### config.mk
export PLATFORM = sky130hd
export DESIGN_NAME = robot_motion_ctrl
export DESIGN_NICKNAME = d
export VERILOG_FILES = /design/src/rtl/robot_motion_ctrl_pkg.sv /design/src/rtl/robot_motion_ctrl_timer.sv /design/src/rtl/robot_motion_ctrl.sv
export SDC_FILE = /design/constraint.sdc
export NUM_CORES = 1
export LEC_CHECK = 0
export CELL_PAD_IN_SITES_DETAIL_PLACEMENT = 0
export CELL_PAD_IN_SITES_GLOBAL_PLACEMENT = 2
export CORE_MARGIN = 2
export CORE_UTILIZATION = 27
export CTS_CLUSTER_DIAMETER = 30
export CTS_CLUSTER_SIZE = 25
export DETAILED_ROUTE_END_ITERATION = 10
export PLACE_DENSITY_LB_ADDON = 0.1
export SETUP_SLACK_MARGIN = 0.3
export SLEW_MARGIN = 5
export SYNTH_ARGS = -nofsm -noshare
export SYNTH_HDL_FRONTEND = slang
export SYNTH_HIERARCHICAL = 1
export SYNTH_SLANG_ARGS = --single-unit
### constraint.sdc
create_clock -name clk -period 2.3 [get_ports clk]
set_input_delay 0.23 -clock clk [delete_from_list [all_inputs] [get_ports clk]]
set_output_delay 0.23 -clock clk [all_outputs]
set_load 0.1 [all_outputs]
### src/rtl/robot_motion_ctrl_pkg.sv
// Shared definitions for the wall-following robot motion sequencer.
// State encodings, manual command codes and a sizing helper.
package robot_motion_ctrl_pkg;

  typedef enum logic [2:0] {
    ST_IDLE   = 3'd0,
    ST_SAMPLE = 3'd1,
    ST_DECIDE = 3'd2,
    ST_MOVE   = 3'd3,
    ST_TURN   = 3'd4,
    ST_SETTLE = 3'd5
  } state_e;

  localparam logic [1:0] CMD_STOP = 2'b00;
  localparam logic [1:0] CMD_FWD  = 2'b01;
  localparam logic [1:0] CMD_TURN = 2'b10;

  function automatic int max3(input int a, input int b, input int c);
    int m;
    m = (a > b) ? a : b;
    return (m > c) ? m : c;
  endfunction

endpackage

### src/rtl/robot_motion_ctrl_timer.sv
// Loadable down-counter; done flags the last cycle of a timed state.
// Holds at zero when not reloaded.
module motion_timer #(
  parameter int W = 4
) (
  input  logic         i_clk,
  input  logic         i_rst_n,
  input  logic         i_load,
  input  logic [W-1:0] i_val,
  output logic         o_done
);

  logic [W-1:0] r_cnt;

  always_ff @(posedge i_clk) begin
    if (!i_rst_n) begin
      r_cnt <= '0;
    end else if (i_load) begin
      r_cnt <= i_val;
    end else if (r_cnt != '0) begin
      r_cnt <= r_cnt - W'(1);
    end
  end

  assign o_done = (r_cnt == W'(1));

endmodule

### src/rtl/robot_motion_ctrl.sv
// Motion sequencer: sample sensors, arbitrate manual vs navigation,
// drive timed motor pulses, then settle before the next step.
module robot_motion_ctrl
  import robot_motion_ctrl_pkg::*;
#(
  parameter int FWD_CYCLES    = 8,
  parameter int TURN_CYCLES   = 12,
  parameter int SETTLE_CYCLES = 2,
  parameter int CNT_W         = 16
) (
  input  logic             clk,
  input  logic             rst_n,
  input  logic             enable,
  input  logic             front_sensor,
  input  logic             left_sensor,
  input  logic             nav_front,
  input  logic             nav_turn,
  input  logic             man_req,
  input  logic [1:0]       man_cmd,
  output logic             front_q,
  output logic             left_q,
  output logic             sense_strobe,
  output logic             motor_fwd,
  output logic             motor_turn,
  output logic             man_ack,
  output logic             busy,
  output logic [CNT_W-1:0] step_count
);

  localparam int MAXC = max3(FWD_CYCLES, TURN_CYCLES, SETTLE_CYCLES);
  localparam int TW   = $clog2(MAXC + 1);

  state_e          r_state;
  state_e          w_nxt;
  logic            w_done;
  logic            w_load;
  logic [TW-1:0]   w_load_val;
  logic            w_act_end;

  logic             r_front;
  logic             r_left;
  logic             r_strobe;
  logic             r_fwd;
  logic             r_turn;
  logic             r_ack;
  logic             r_busy;
  logic [CNT_W-1:0] r_steps;

  motion_timer #(.W(TW)) u_timer (
    .i_clk   (clk),
    .i_rst_n (rst_n),
    .i_load  (w_load),
    .i_val   (w_load_val),
    .o_done  (w_done)
  );

  always_comb begin
    w_nxt = r_state;
    unique case (r_state)
      ST_IDLE:   if (enable) w_nxt = ST_SAMPLE;
      ST_SAMPLE: w_nxt = ST_DECIDE;
      ST_DECIDE: begin
        if (man_req) begin
          unique case (man_cmd)
            CMD_FWD:  w_nxt = ST_MOVE;
            CMD_TURN: w_nxt = ST_TURN;
            default:  w_nxt = ST_SETTLE;
          endcase
        end else if (nav_turn) begin
          w_nxt = ST_TURN;
        end else if (nav_front) begin
          w_nxt = ST_MOVE;
        end else begin
          w_nxt = ST_SETTLE;
        end
      end
      ST_MOVE, ST_TURN: if (w_done) w_nxt = ST_SETTLE;
      ST_SETTLE: begin
        if (w_done) w_nxt = enable ? ST_SAMPLE : ST_IDLE;
      end
      default:   w_nxt = ST_IDLE;
    endcase
  end

  // Timer reloads on every state change with the new state's length.
  always_comb begin
    w_load     = (w_nxt != r_state);
    w_load_val = TW'(1);
    unique case (w_nxt)
      ST_MOVE:   w_load_val = TW'(FWD_CYCLES);
      ST_TURN:   w_load_val = TW'(TURN_CYCLES);
      ST_SETTLE: w_load_val = TW'(SETTLE_CYCLES);
      default:   w_load_val = TW'(1);
    endcase
  end

  assign w_act_end = ((r_state == ST_MOVE) || (r_state == ST_TURN))
                     && (w_nxt == ST_SETTLE);

  always_ff @(posedge clk) begin
    if (!rst_n) begin
      r_state  <= ST_IDLE;
      r_front  <= 1'b0;
      r_left   <= 1'b0;
      r_strobe <= 1'b0;
      r_fwd    <= 1'b0;
      r_turn   <= 1'b0;
      r_ack    <= 1'b0;
      r_busy   <= 1'b0;
      r_steps  <= '0;
    end else begin
      r_state  <= w_nxt;
      r_strobe <= (w_nxt == ST_SAMPLE);
      r_fwd    <= (w_nxt == ST_MOVE);
      r_turn   <= (w_nxt == ST_TURN);
      r_busy   <= (w_nxt != ST_IDLE);
      r_ack    <= (r_state == ST_DECIDE) && man_req;
      if (w_nxt == ST_SAMPLE) begin
        r_front <= front_sensor;
        r_left  <= left_sensor;
      end
      if (w_act_end && (r_steps != '1)) begin
        r_steps <= r_steps + CNT_W'(1);
      end
    end
  end

  assign front_q      = r_front;
  assign left_q       = r_left;
  assign sense_strobe = r_strobe;
  assign motor_fwd    = r_fwd;
  assign motor_turn   = r_turn;
  assign man_ack      = r_ack;
  assign busy         = r_busy;
  assign step_count   = r_steps;

endmodule

# [After elaboration in Yosys (flattened, before gate mapping)]
# Index checks and enable logic that the tools add are counted.
[op_classes] add_sub_neg=2 n_mux=12 eq_ne=14 n_reduce_logical=9
[op_table] op="3-bit 2-to-1 mux" count=6
[op_table] op="16-bit by 1-bit adder with 16-bit output (second input constant)" count=1
[op_table] op="16-bit inequality test (second input constant)" count=1
[op_table] op="3-bit one-hot mux with 5 select lines" count=1
[op_table] op="3-bit == test (second input constant)" count=4
[op_table] op="4-bit one-hot mux with 3 select lines" count=1
[op_table] op="3-bit by 2-bit == test with 1-bit output (second input constant)" count=3
[op_table] op="4-bit 2-to-1 mux" count=2
[op_table] op="3-bit by 1-bit == test with 1-bit output (second input constant)" count=2
[op_table] op="3-bit one-hot mux with 2 select lines" count=1
[op_table] op="4-bit by 1-bit == test with 1-bit output (second input constant)" count=1
[op_table] op="4-bit nonzero test" count=1
[op_table] op="4-bit by 1-bit subtractor with 4-bit output (second input constant)" count=1
[op_table] op="1-bit logical AND" count=3
[op_table] op="3-bit logical NOT" count=1
[op_table] op="3-bit inequality test" count=1
[op_table] op="3-bit nonzero test" count=1
[op_table] op="2-bit by 1-bit == test with 1-bit output (second input constant)" count=1
[op_table] op="2-bit == test (second input constant)" count=1
[op_table] op="2-bit nonzero test" count=1
[op_table] op="2-bit OR reduction" count=1
[op_table] op="1-bit logical OR" count=1
[op_table] op="1-bit 2-to-1 mux" count=1
[totals] wordCells=47 input_bits=10 regBits=30

# [Logic depth before layout (Yosys ltp)]
[depth] depth_word=7 depth_mapped=10

# [Hierarchy]
# Netlist, hierarchy kept.
[by_module_without_submodules] module="robot_motion_ctrl" n_inst=1 cells_each=174 area_each_um2=1468.9 seq_area_each_um2=520.5
[by_module_without_submodules] module="motion_timer" n_inst=1 cells_each=27 area_each_um2=251.5 seq_area_each_um2=80.1

# [Worst setup path before layout]
# Ideal clock, no wire load.
[synth_timing] path_kind="flip-flop to flip-flop" start="register r_steps[0] (netlist: step_count[0])" end="register r_steps[7] (netlist: step_count[7])" path_buffers=1 stages_incl_launch_ff=7 synth_period_minus_slack_ps=2389 t_arrival_ps=2274 slack_ps=-89 cell_sequence="dfxtp_1 ha_1 and4_1 and4_4 buf_2 nor4_1 o21a_1"
[synth_between] elab_chain_cells=2
[synth_lines] item="start: declaration" line_no="robot_motion_ctrl.sv:47" rtl="logic [CNT_W-1:0] r_steps;"
[synth_lines] item="start signal: assignment" line_no="robot_motion_ctrl.sv:123" rtl="r_steps <= r_steps + CNT_W'(1);"
[synth_lines] item="parallel branches: the longest is 2 deep, another holds 16-bit by 1-bit adder with 16-bit output"
# Parallel ways; which one is timed is not known.
# A chain may end at the register's enable or synchronous reset.

# [Worst setup path after layout]
[layout_timing] start="register u_timer.r_cnt[1]" end="register u_timer.r_cnt[3]"
[layout_rtl] item="start: declaration" line_no="robot_motion_ctrl_timer.sv:13" rtl="logic [W-1:0] r_cnt;"
[layout_rtl] item="start signal: assignment" line_no="robot_motion_ctrl_timer.sv:19" rtl="r_cnt <= i_val;"
[layout_rtl] item="start signal: assignment" line_no="robot_motion_ctrl_timer.sv:21" rtl="r_cnt <= r_cnt - W'(1);"
[layout_rtl] item="4-bit by 1-bit == test with 1-bit output *" line_no="robot_motion_ctrl_timer.sv:25" rtl="assign o_done = (r_cnt == W'(1));"
[layout_rtl] item="net w_done" line_no="robot_motion_ctrl.sv:35" rtl="logic w_done;"
[layout_rtl] item="3-bit 2-to-1 mux (on tied branches)" line_no="robot_motion_ctrl.sv:79, robot_motion_ctrl.sv:77"
[layout_rtl] item="3-bit one-hot mux with 5 select lines *" line_no="robot_motion_ctrl.sv:59" rtl="unique case (r_state)"
[layout_rtl] item="3-bit inequality test *" line_no="robot_motion_ctrl.sv:87" rtl="w_load = (w_nxt != r_state);"
[layout_rtl] item="net w_load" line_no="robot_motion_ctrl.sv:36" rtl="logic w_load;"
[layout_rtl] item="4-bit 2-to-1 mux or 2-bit nonzero test (tied branches)"
# The timed path passes the listed nets; every way through them passes the cells marked *. The select of a mux whose other input is x is not followed.

==> flow_summary.ini <==
[run_status]
status = finished, final reports clean

[worst_setup_path]
crit_type = register to register
critPathRequiredTime_ns = 2.52
arrival_ns = 2.17
path_cells = inv_2, ha_4, nor3b_4, and3b_1, o21ai_2, nor4b_4, o31a_1, a211o_1, a21boi_2
critPathTopFamily = compound AO/OA/AOI/OAI gates
startpoint_type = register
r2r_start = u_timer/r_cnt[1]
worstReg2RegEnd = u_timer/r_cnt[3]
critPathCapture = u_timer/r_cnt[3]
cp_num_buf_inv = 1
cp.depth = 9
reg2reg_depth = 9
setup.worst_path.start = u_timer/r_cnt[1]
crit_slowest_cell = o31a_1
cpPeakStageDelay_ns = 0.34
end_kind = register
cp_max_fo = 6
r2r_slack_ns = 0.34

[yosys]
synthFlopType = dfxtp_1
synth_seq_area_share = 0.349
synth_enable_flop_cells = 0
syn_area_mm2 = 0.00172
synth.avg_cell_area_um2 = 8.56
yosysTopAreaCellShare = 0.349
synth_cell_types = 47
synth-async-reset-ratio = 0
syn_inst = 201
synth_warnings = 6
yosysTopAreaCell = dfxtp_1
syn-num-nets = 215
synthTopCellsByArea = dfxtp_1, a21oi_1, o31ai_1
ys_seq_elements = 30

[global_routing]
grt_max_degree = 19
grtUsageTotal = 0.143
grt_use_met1 = 0.176
grt_pass1_vias = 1627
grt_overflow = 0
grt_use_met3 = 0.0317
grt_pass1_wl_um = 8120
grt_busiest_layer = met2
antenna_found_initial = 0
grt_util_met2 = 0.247

[cells_and_area]
antenna_cells = 0
area.growth.synth_to_final_pct = 33.1
stdcell_count = 320
post-route-util = 0.367
nFillCells = 663
nets = 256
final_layout_size_suffix_gt1_frac = 0.300

[hold_path]
hold_path.class = register to register

[place]
port_buffers = 32
dp_cells = 303
post-dp-hpwl_um = 3260
place.gp.congestion = 0.770

[cts]
root_buffer = clkbuf_8
htreeDepth = 2
cts_hold_buf = 0
tritoncts = yes
cts_max_path_buffers = 2
worstSkewPairLatency_ns = 0.28
clk_pin_slew_ns = 0.06
clkSinkCount = 30
cts_made_buffers = 5

[timing]
drv_slew = 0
worstMarginPinSlew_ns = 0.605
min_period_ns = 1.96
finalSetupViolCount = 0
fmax_ghz = 0.511
slew_headroom = 0.594
fin_setup_tns_ns = 0
hold_viol = 0
min_period_over_period = 0.852
skew_ns = 0.00604
grt_setup_unrepaired = true

[floorplan]
start_util = 0.276
num_rows = 29
dieArea_mm2 = 0.00703
io_pins = 33
die_w_um = 83.8
core-area_mm2 = 0.00624
dieHeight_um = 83.8

[drt]
drt_pass1_iterations = 4
final_antenna_net_count = 0
wl_per_cell_um = 15.0
drt_iter0_drc = 71
drc_errors = 0
vias_per_cell = 5.28
drt-total-wl_um = 4810
vias = 1688

[pwr]
power.density_mw_per_mm2 = 882
power.leakage_nw = 0.856
vdd_drop_max_uv = 587

[job]
max_cap_violations = 0
## placed cells by master, fill, tap and decap left out, types with 3 or more instances in the layout
cell | synthesis | layout
clkbuf_8 | 0 | 5
nand4_1 | 6 | 6
nand3_1 | 8 | 8
o31a_1 | 4 | 4
and4_1 | 5 | 5
or4_1 | 7 | 7
and3_1 | 5 | 5
dfxtp_1 | 30 | 12
clkbuf_1 | 4 | 3
mux2i_1 | 5 | 5
dfxtp_2 | 0 | 16
o21a_1 | 5 | 5
nand2b_1 | 7 | 7
a21oi_1 | 15 | 15
o31ai_1 | 9 | 9
and2_1 | 3 | 3
inv_1 | 6 | 5
clkdlybuf4s50_1 | 0 | 9
nor3_1 | 3 | 3
nand2_1 | 15 | 15
o21ai_0 | 8 | 5
buf_4 | 0 | 34
nor2_1 | 9 | 9
ha_1 | 4 | 3
## tightest hold or removal path, stage by stage, from the launching register on
cell and delay [ns]:
dfxtp_2 0.35, o41ai_2 0.05, a21oi_1 0.05
## logic make-up (layout without fill, tap and decap cells)
kind of cell | after synthesis | count (layout) | synth area share
mux | 6 | 6 | 0.0356
flops | 30 | 30 | 0.349
compound gates | 52 | 52 | 0.204
fa+ha+maj | 4 | 4 | 0.0291
xor+xnor | 2 | 2 | 0.0102
buf+inv | 17 | 58 | 0.0487
simple gates | 90 | 91 | 0.324
## flip-flops by register name, summed over array words and instances (netlist names)
signal,count
step_count,16
left_q,1
front_q,1
motor_fwd,1
busy,1
motor_turn,1
r_state,3
man_ack,1
u_timer/r_cnt,4
sense_strobe,1
## how the worst min path moves through the flow
stage,from,to,slack [ns],cells after the start
2_1_floorplan,man_req,man_ack,0.35,2
3_3_place_gp,step_count[14],step_count[14],0.46,2
3_5_place_dp,step_count[13],step_count[13],0.48,2
4_1_cts,step_count[13],step_count[13],0.48,2
5_1_grt,step_count[10],step_count[10],0.50,2
6_report,step_count[13],step_count[13],0.49,2
## metrics by stage
stage          hold WS (ns)  area (um2)  total power, mW  worst slack (ns)
2_1_floorplan         0.348        1780             1.33             0.298
3_3_place_gp          0.463        2100             1.51             0.192
3_5_place_dp          0.475        2100             1.51             0.156
4_1_cts               0.485        2250             2.01             0.308
5_1_grt               0.504        2290             2.18             0.201
6_report              0.486        2290             2.02             0.341
## layer usage
metal | vias up | wire length [um]
met5 | - | 0
met4 | 0 | 52
met3 | 6 | 145
met1 | 810 | 2210
li1 | 846 | -
met2 | 26 | 2410
## report_power, final
group	switching, mW	total (mW)	internal, mW
registers	0.101	0.694	0.593
logic	0.517	0.908	0.391
clock network	0.202	0.417	0.215
total	0.820	2.02	1.20
## synthesized netlist by cell type, types with 2 or more instances
| cell type | n |
|---|---|
| dfxtp_1 | 30 |
| a21oi_1 | 15 |
| nand2_1 | 15 |
| nor2_1 | 9 |
| o31ai_1 | 9 |
| nand3_1 | 8 |
| o21ai_0 | 8 |
| nand2b_1 | 7 |
| or4_1 | 7 |
| inv_1 | 6 |
| nand4_1 | 6 |
| and3_1 | 5 |
| and4_1 | 5 |
| mux2i_1 | 5 |
| o21a_1 | 5 |
| buf_2 | 4 |
| clkbuf_1 | 4 |
| ha_1 | 4 |
| nor3b_1 | 4 |
| o31a_1 | 4 |
| and2_1 | 3 |
| nor3_1 | 3 |
| nor4_1 | 3 |
| a311oi_1 | 2 |
| a31oi_1 | 2 |
| and3b_1 | 2 |
| buf_6 | 2 |
| nor2b_1 | 2 |
| o41ai_1 | 2 |
| or3_1 | 2 |
| xnor2_1 | 2 |
## timing repair
action / in CTS / in global routing
gates resized for setup: 4 / 9
buffers inserted: 6 / 2
pin swaps: 4 / 6
setup endpoints to repair: 13 / 17
cloned: 1 / 0
endpoints found under the hold margin: 0 / 0
## final cells by class
cell class	count	area (um2)	area share
Tap cell	77	96.3	0.0421
Sequential cell	30	628	0.274
Timing Repair Buffer	43	345	0.151
Multi-Input combinational cell	155	1110	0.486
Inverter	7	26.3	0.0115
Clock buffer	8	80.1	0.0350
(Power assumes the default switching activity.)
